**config.mk**
```make
export PLATFORM = sky130hd
export DESIGN_NAME = bec_result_serializer
export DESIGN_NICKNAME = d
export VERILOG_FILES = /design/src/rtl/bec_pkg.sv /design/src/rtl/bec_result_fifo.sv /design/src/rtl/bec_result_serializer.sv
export SDC_FILE = /design/constraint.sdc
export NUM_CORES = 1
export LEC_CHECK = 0
export BUFFER_PORTS_ARGS = -buffer_cell sky130_fd_sc_hd__buf_2
export CAP_MARGIN = 30
export CORE_MARGIN = 2
export CORE_UTILIZATION = 54
export CTS_BUF_LIST = sky130_fd_sc_hd__clkbuf_8 sky130_fd_sc_hd__clkbuf_16
export DETAILED_ROUTE_END_ITERATION = 12
export PLACE_DENSITY_LB_ADDON = 0.15
export SYNTH_ARGS = -nofsm -noshare
export SYNTH_HDL_FRONTEND = slang
export SYNTH_SLANG_ARGS = --single-unit
```
**constraint.sdc**
```tcl
create_clock -name wb_clk_i -period 3.8 [get_ports wb_clk_i]
set_input_delay 0.38 -clock wb_clk_i [delete_from_list [all_inputs] [get_ports wb_clk_i]]
set_output_delay 0.38 -clock wb_clk_i [all_outputs]
set_load 0.02 [all_outputs]
```
**src/rtl/bec_pkg.sv**
```systemverilog
// Shared constants and types for the BEC result path.
package bec_pkg;

  localparam int unsigned BEC_WIDTH = 3;

  typedef enum logic [2:0] {
    IDLE   = 3'd0,
    START  = 3'd1,
    DATA   = 3'd2,
    PARITY = 3'd3,
    STOP   = 3'd4
  } frame_state_e;

  // Clock cycles taken by one serial frame: start, data, parity, stop.
  function automatic int unsigned frame_len(input int unsigned width,
                                            input int unsigned bit_cycles);
    return (width + 3) * bit_cycles;
  endfunction

endpackage

```
**src/rtl/bec_result_fifo.sv**
```systemverilog
// Small synchronous FIFO; pushes into a full FIFO are dropped unless a pop frees a slot.
module bec_result_fifo #(
  parameter int unsigned Width = 3,
  parameter int unsigned Depth = 4
) (
  input  logic                     clk_i,
  input  logic                     rst_ni,
  input  logic                     push_i,
  input  logic [Width-1:0]         data_i,
  input  logic                     pop_i,
  output logic [Width-1:0]         data_o,
  output logic                     full_o,
  output logic                     empty_o,
  output logic [$clog2(Depth):0]   level_o,
  output logic                     drop_o
);

  localparam int unsigned PtrW = $clog2(Depth);
  localparam int unsigned LvlW = PtrW + 1;

  logic [Width-1:0] mem_q [Depth];
  logic [PtrW-1:0]  wptr_q, rptr_q;
  logic [LvlW-1:0]  level_q, level_d;
  logic             push_ok, pop_ok;

  assign full_o  = (level_q == LvlW'(Depth));
  assign empty_o = (level_q == '0);
  assign pop_ok  = pop_i & ~empty_o;
  assign push_ok = push_i & (~full_o | pop_ok);
  assign drop_o  = push_i & ~push_ok;
  assign data_o  = mem_q[rptr_q];
  assign level_o = level_q;

  always_comb begin
    level_d = level_q;
    case ({push_ok, pop_ok})
      2'b10:   level_d = level_q + LvlW'(1);
      2'b01:   level_d = level_q - LvlW'(1);
      default: level_d = level_q;
    endcase
  end

  always_ff @(posedge clk_i or negedge rst_ni) begin
    if (!rst_ni) begin
      wptr_q  <= '0;
      rptr_q  <= '0;
      level_q <= '0;
    end else begin
      if (push_ok) wptr_q <= wptr_q + PtrW'(1);
      if (pop_ok)  rptr_q <= rptr_q + PtrW'(1);
      level_q <= level_d;
    end
  end

  // Storage needs no reset: only slots between the pointers are ever read.
  always_ff @(posedge clk_i) begin
    if (push_ok) mem_q[wptr_q] <= data_i;
  end

endmodule

```
**src/rtl/bec_result_serializer.sv**
```systemverilog
// Buffers adder results and shifts each out as a framed word: start, data LSB first,
// even parity, stop.
module bec_result_serializer
  import bec_pkg::*;
#(
  parameter int unsigned WIDTH      = BEC_WIDTH,
  parameter int unsigned DEPTH      = 4,
  parameter int unsigned BIT_CYCLES = 4
) (
  input  logic                     wb_clk_i,
  input  logic                     wb_rst_n,
  input  logic                     in_valid,
  input  logic [WIDTH-1:0]         in_data,
  input  logic                     clr_ovf,
  output logic                     ser_out,
  output logic                     busy,
  output logic [$clog2(DEPTH):0]   level,
  output logic                     overflow
);

  localparam int unsigned CntW = (BIT_CYCLES > 1) ? $clog2(BIT_CYCLES) : 1;
  localparam int unsigned BitW = (WIDTH > 1) ? $clog2(WIDTH) : 1;
  localparam logic [CntW-1:0] CntLast = CntW'(BIT_CYCLES - 1);
  localparam logic [BitW-1:0] BitLast = BitW'(WIDTH - 1);

  frame_state_e     state_q, state_d;
  logic [CntW-1:0]  cnt_q, cnt_d;
  logic [BitW-1:0]  bit_q, bit_d;
  logic [WIDTH-1:0] shreg_q, shreg_d;
  logic             par_q, par_d;
  logic             ser_q, ser_d;
  logic             ovf_q, ovf_d;
  logic             bit_end;

  logic             fifo_pop, fifo_empty, fifo_drop, unused_fifo_full;
  logic [WIDTH-1:0] fifo_head;

  bec_result_fifo #(
    .Width (WIDTH),
    .Depth (DEPTH)
  ) u_fifo (
    .clk_i   (wb_clk_i),
    .rst_ni  (wb_rst_n),
    .push_i  (in_valid),
    .data_i  (in_data),
    .pop_i   (fifo_pop),
    .data_o  (fifo_head),
    .full_o  (unused_fifo_full),
    .empty_o (fifo_empty),
    .level_o (level),
    .drop_o  (fifo_drop)
  );

  assign bit_end = (cnt_q == CntLast);

  always_comb begin
    state_d  = state_q;
    cnt_d    = cnt_q;
    bit_d    = bit_q;
    shreg_d  = shreg_q;
    par_d    = par_q;
    ser_d    = 1'b1;
    fifo_pop = 1'b0;
    unique case (state_q)
      IDLE: begin
        if (!fifo_empty) begin
          fifo_pop = 1'b1;
          shreg_d  = fifo_head;
          par_d    = ^fifo_head;
          cnt_d    = '0;
          state_d  = START;
        end
      end
      START: begin
        ser_d = 1'b0;
        if (bit_end) begin
          cnt_d   = '0;
          bit_d   = '0;
          state_d = DATA;
        end else begin
          cnt_d = cnt_q + CntW'(1);
        end
      end
      DATA: begin
        ser_d = shreg_q[0];
        if (bit_end) begin
          cnt_d   = '0;
          shreg_d = shreg_q >> 1;
          if (bit_q == BitLast) begin
            bit_d   = '0;
            state_d = PARITY;
          end else begin
            bit_d = bit_q + BitW'(1);
          end
        end else begin
          cnt_d = cnt_q + CntW'(1);
        end
      end
      PARITY: begin
        ser_d = par_q;
        if (bit_end) begin
          cnt_d   = '0;
          state_d = STOP;
        end else begin
          cnt_d = cnt_q + CntW'(1);
        end
      end
      STOP: begin
        if (bit_end) begin
          cnt_d = '0;
          // Chain straight into the next frame so queued results leave no idle gap.
          if (!fifo_empty) begin
            fifo_pop = 1'b1;
            shreg_d  = fifo_head;
            par_d    = ^fifo_head;
            state_d  = START;
          end else begin
            state_d = IDLE;
          end
        end else begin
          cnt_d = cnt_q + CntW'(1);
        end
      end
      default: state_d = IDLE;
    endcase
  end

  // A dropped push outranks a clear in the same cycle.
  assign ovf_d = fifo_drop ? 1'b1 : (clr_ovf ? 1'b0 : ovf_q);

  always_ff @(posedge wb_clk_i or negedge wb_rst_n) begin
    if (!wb_rst_n) begin
      state_q <= IDLE;
      cnt_q   <= '0;
      bit_q   <= '0;
      shreg_q <= '0;
      par_q   <= 1'b0;
      ser_q   <= 1'b1;
      ovf_q   <= 1'b0;
    end else begin
      state_q <= state_d;
      cnt_q   <= cnt_d;
      bit_q   <= bit_d;
      shreg_q <= shreg_d;
      par_q   <= par_d;
      ser_q   <= ser_d;
      ovf_q   <= ovf_d;
    end
  end

  assign ser_out  = ser_q;
  assign busy     = (state_q != IDLE);
  assign overflow = ovf_q;

endmodule

```
# Word level (Yosys, flattened, before mapping)
# Memory sizes are Yosys's and may differ from the RTL's.
# Cells that the tools add are included.
# word_totals
word_cells	86
ff_bits	20
romBits	0
ramBits	12
memories	1
output_inout_bits	6
input_bits	7
latchBits	0
# mem_list
name	words	width	read_ports	rd_clocked_by_memory_dff	wr	line_no	source
u_fifo.mem_q	4	3	1	0	1	bec_result_fifo.sv:21	logic [Width-1:0] mem_q [Depth];
# op_classes
order_cmp	0
add_sub_neg	6
bitwise_logic	7
div	0
reduce_logical	16
mul	0
n_eq_ne	15
n_shift	0
n_mux	31
# op_table
operator	count
$mux W3	9
$pmux W3 S5	1
$ne A2 B2 Y1 const B	6
$mux W2	5
$reduce_bool A2 Y1	5
$mux W1	9
$pmux W3 S3	1
$add A2 B1 Y2 const B	4
$pmux W2 S2	2
$eq A2 B2 Y1 const B	3
$eq A3 B2 Y1 const B	2
$eq A3 B3 Y1 const B	2
$logic_not A3 Y1	2
$pmux W3 S2	1
$reduce_and A3 Y1	2
$reduce_and A6 Y1	1
$reduce_bool A3 Y1	2
$pmux W1 S2	2
$reduce_and A2 Y1	2
$reduce_or A4 Y1	1
$add A3 B1 Y3 const B	1
$and A1 B1 Y1	3
$eq A3 B1 Y1 const B	1
$not A1 Y1	3
5 further kinds	5

# Longest topological paths before layout
# logic_depth
word_depth	10
mapped_depth	6
depth_no_buf	6

# Modules after synthesis
# Synthesis repeated with hierarchy kept, for this count alone.
# unflattened
hier_cells	140
hier_area_um2	1711.6
# by_module_without_submodules
mod	cells_per_inst	area_each_um2	n_inst	seq_area_each_um2
bec_result_fifo	70	967.2	1	535.5
bec_result_serializer	70	744.5	1	326.6

# Worst setup path before layout
# Ideal clock, no wire load.
# synth_path
path_type	flip-flop to flip-flop
start	register state_q[0]
end	register u_fifo.level_q[2] (netlist: u_fifo.level_o[2])
path_slack_ps	2043
arrival_time_ps	1623
setup_time_ps	134
period_less_slack_ps	1757
n_path_buf	1
path_stages_with_launch	7
required_ps	3666
path_cell_list	dfrtp_1 buf_2 nor2_1 nand4_1 fa_1 mux2i_1 xor2_1
# synth_between
elab_chain_cells	7
word_cells_on_any_way	10
classes_between	3 x eq/ne; 2 x mux; 3 x bitwise; 2 x reduce/logical
# synth_rtl
item	line_no	source
start, declared	bec_result_serializer.sv:26	frame_state_e state_q, state_d;
start signal, assigned	bec_result_serializer.sv:141	state_q <= state_d;
$eq A3 B3 Y1 / $logic_not A3 Y1 (equally long branches)	bec_result_serializer.sv:64	unique case (state_q)
$pmux W1 S2 (*)	bec_result_serializer.sv:64	
$and A1 B1 Y1 (*)	bec_result_fifo.sv:28	assign pop_ok = pop_i & ~empty_o;
$or A1 B1 Y1	bec_result_fifo.sv:29	assign push_ok = push_i & (~full_o | pop_ok);
$and A1 B1 Y1	bec_result_fifo.sv:29	
$eq A2 B1 Y1 / $eq A2 B2 Y1 (equally long branches)	bec_result_fifo.sv:36	case ({push_ok, pop_ok})
$pmux W3 S2 / $reduce_bool A2 Y1 (equally long branches)	-	
end signal, assigned	bec_result_fifo.sv:51	level_q <= level_d;
end, declared	bec_result_fifo.sv:23	logic [LvlW-1:0] level_q, level_d;
# Every way passes the cells marked *; elsewhere a longest branch is shown, timed or not.
# A chain may end at the register's enable or synchronous reset.

# Worst setup path after layout
# layout_path
start	register state_q[1]
end	register u_fifo.level_q[2] (netlist: u_fifo.level_o[2])
# Same word-level chain as after synthesis.

==> flow_metrics.env <==
export IMPL_clk_pin_slew_ns=0.07
export IMPL_portBuffers=12
export IMPL_io_pins=13
export IMPL_rows=19
export IMPL_path_class="flop to flop"
export IMPL_syn_area_per_cell_um2=12.22
export IMPL_ys_ff_latch=32
export IMPL_end_kind="flop"
export IMPL_dp_hpwl_mm=1.983
export IMPL_numCtsBuffers=5
export IMPL_status="finished, final reports clean"
export IMPL_drive_above_1_share=0.2138
export IMPL_synthesis_area_mm2=0.001589
export IMPL_max_freq_ghz=0.4933
export IMPL_htree_levels=2
export IMPL_hp_class="input port to async pin"
export IMPL_ant_nets=0
export IMPL_grt_start_max_net_pins=21
export IMPL_synthArstFlopShare=0.6250
export IMPL_synth_ff_type="dfrtp_1"
export IMPL_worst_path_largest_cell_delay_ns=0.55
export IMPL_drtPass1Iterations=4
export IMPL_synth_cell_type_count=43
export IMPL_start_util=0.5713
export IMPL_r2r_slack_ns=1.77
export IMPL_hold_violations=0
export IMPL_yosys_area_top_type="dfrtp_1"
export IMPL_rsz0062_at_grt="no"
export IMPL_cts_sinks=32
export IMPL_p_leak_nw=0.7358
export IMPL_post_route_drc_count=0
export IMPL_wl_per_cell_um=15.31
export IMPL_holdBufCountCts=0
export IMPL_synth_common_cells="19 x dfrtp_1, 12 x edfxtp_1, 10 x inv_1, 10 x nand2_1"
export IMPL_postCtsSetupBuffers=0
export IMPL_required_ns=4.01
export IMPL_via_count=1055
export IMPL_synth_nets=143
export IMPL_power_density_mw_per_mm2=874.9
export IMPL_dieArea_mm2=0.003392
export IMPL_cp_num_buf_inv=0
export IMPL_utilization=0.6320
export IMPL_root_buffer="clkbuf_8"
export IMPL_synth_edf_count=12
export IMPL_globalplace_congestion=0.7977
export IMPL_slowest_stage="dfrtp_1"
export IMPL_yosys_top_cells_area="dfrtp_1 30%, edfxtp_1 23%, mux4_2 4.3%"
export IMPL_drt_iter0_drc=51
export IMPL_cts_tree="done"
export IMPL_cp_top_family="simple AND/OR/NAND/NOR gates"
export IMPL_startpoint_type="flop"
export IMPL_n_antenna_cell=0
export IMPL_antenna_found_initial=0
export IMPL_max_slew_worst_pin_slew_ns=0.5665
export IMPL_fin_nets=157
export IMPL_ir_drop_uv=648.0
export IMPL_clk_path_buf_depth=2
export IMPL_cts_repair_resized=0
export IMPL_synth_top_area_frac=0.2992
export IMPL_synth_cells=130
export IMPL_wirelength_mm=2.694
export IMPL_yosysWarnings=0
export IMPL_grt_pass1_wl_mm=4.685
export IMPL_drv_cap=0
export IMPL_yosysSeqAreaShare=0.5425
export IMPL_final_max_slew_viol_count=0
export IMPL_skew_ns=0.008091
export IMPL_grt_pass1_vias=1024
export IMPL_setup_viol=0
export IMPL_die_h_um=58.25
export IMPL_clock_latency_ns=0.29
export IMPL_core_area_mm2=0.002781
export IMPL_worstPathMaxFanout=15
export IMPL_viasPerCell=5.994
export IMPL_grt_ovfl_total=0
export IMPL_crit_chain="nor2_1 > nand4_1 > fa_1 > mux2i_1 > xor2_1"
export IMPL_track_usage=0.1899
export IMPL_yosysMostFrequentCell="dfrtp_1"
export IMPL_die_x_um=58.25
export IMPL_min_period_over_period=0.5334
export IMPL_post_route_min_period_ns=2.027
export IMPL_max_slew_margin=0.6203
export IMPL_fin_tns_setup_ns=0
export IMPL_area_growth_syn_to_layout_pct=10.63
export IMPL_critical_path_arrival_ns=2.24
==> metrics by stage <==
step / setup WS [ns] / hold WS, ns / total power, mW / cells / instance area, um2
3_3_place_gp: 1.876 / 0.3488 / 1.265 / 168 / 1665
2_1_floorplan: 2.043 / 0.08441 / 1.146 / 130 / 1589
6_report: 1.773 / 0.02768 / 1.538 / 176 / 1758
3_5_place_dp: 1.803 / 0.3600 / 1.284 / 168 / 1665
5_1_grt: 1.578 / 0.06951 / 1.672 / 176 / 1758
4_1_cts: 1.779 / 0.04217 / 1.552 / 176 / 1758
==> worst register-to-register path, stage by stage (launching register included) <==
cell     delay, ns
dfrtp_1       0.55
nor2_1        0.40
nand4_1       0.23
fa_1          0.43
mux2i_1       0.18
xor2_1        0.16
==> where the power goes <==
| group | switching (mW) | leakage [nW] | internal, mW | total [mW] |
|---|---|---|---|---|
| registers | 0.145 | 0.347 | 0.499 | 0.644 |
| logic | 0.326 | 0.348 | 0.306 | 0.632 |
| clock network | 0.132 | 0.0404 | 0.129 | 0.262 |
| total | 0.604 | 0.736 | 0.934 | 1.54 |
==> routing by layer <==
metal,GRT usage,routed length (um),vias to the layer above,part of all wire
met5,0,0,-,0
met1,0.2645,1274,522,0.47
met2,0.2857,1257,28,0.47
met4,0.08970,61,0,0.023
li1,-,-,498,-
met3,0.04018,100,7,0.037
==> worst paths after layout <==
| check | depth (start not counted) | startpoint | end |
|---|---|---|---|
| min | 1 | wb_rst_n | bit_q[0] |
| min in group wb_clk_i | 2 | clr_ovf | overflow |
| max in group asynchronous | 1 | wb_rst_n | ser_out |
| max | 5 | state_q[1] | u_fifo.level_o[2] |
| min reg2reg | 2 | par_q | par_q |
| max reg2reg | 5 | state_q[1] | u_fifo.level_o[2] |
==> flip-flops by register name, summed over array words and instances, names as in the netlist <==
name / count
u_fifo.level_o: 3
ser_out: 1
bit_q: 2
u_fifo.mem_q: 12
overflow: 1
u_fifo.wptr_q: 2
par_q: 1
cnt_q: 2
state_q: 3
shreg_q: 3
u_fifo.rptr_q: 2
==> cell usage in the layout, fill, tap and decap left out, types with 2 or more instances in the layout <==
cell type,synthesis,layout
o21ai_0,5,5
xor2_1,4,4
inv_1,10,10
clkinvlp_4,0,2
buf_2,3,12
mux2i_1,2,2
and2_1,4,4
clkbuf_8,0,5
nor2_1,5,5
a21oi_1,3,3
a22o_1,3,3
nand2b_1,2,2
o32ai_1,3,3
or3_1,3,3
xnor2_1,5,5
edfxtp_1,12,12
or2_2,2,2
nand2_1,10,10
a22oi_1,3,3
ha_1,5,5
mux4_2,3,3
dfrtp_1,19,19
==> logic make-up after synthesis <==
logic type / synth area share
fa+ha+maj: 0.05197
compound gates: 0.1299
flops: 0.5425
simple gates: 0.1236
mux: 0.06456
xor+xnor: 0.04960
buf+inv: 0.03780
==> layout make-up <==
cell class / count / area [um2]
Multi-Input combinational cell: 83 / 666.9
Tap cell: 31 / 38.79
Fill cell: 204 / 1023
Sequential cell: 32 / 862.1
Clock buffer: 5 / 68.82
Timing Repair Buffer: 12 / 60.06
Inverter: 10 / 37.54
Clock inverter: 3 / 23.77
No activity file was read; power rests on OpenSTA's default activity.
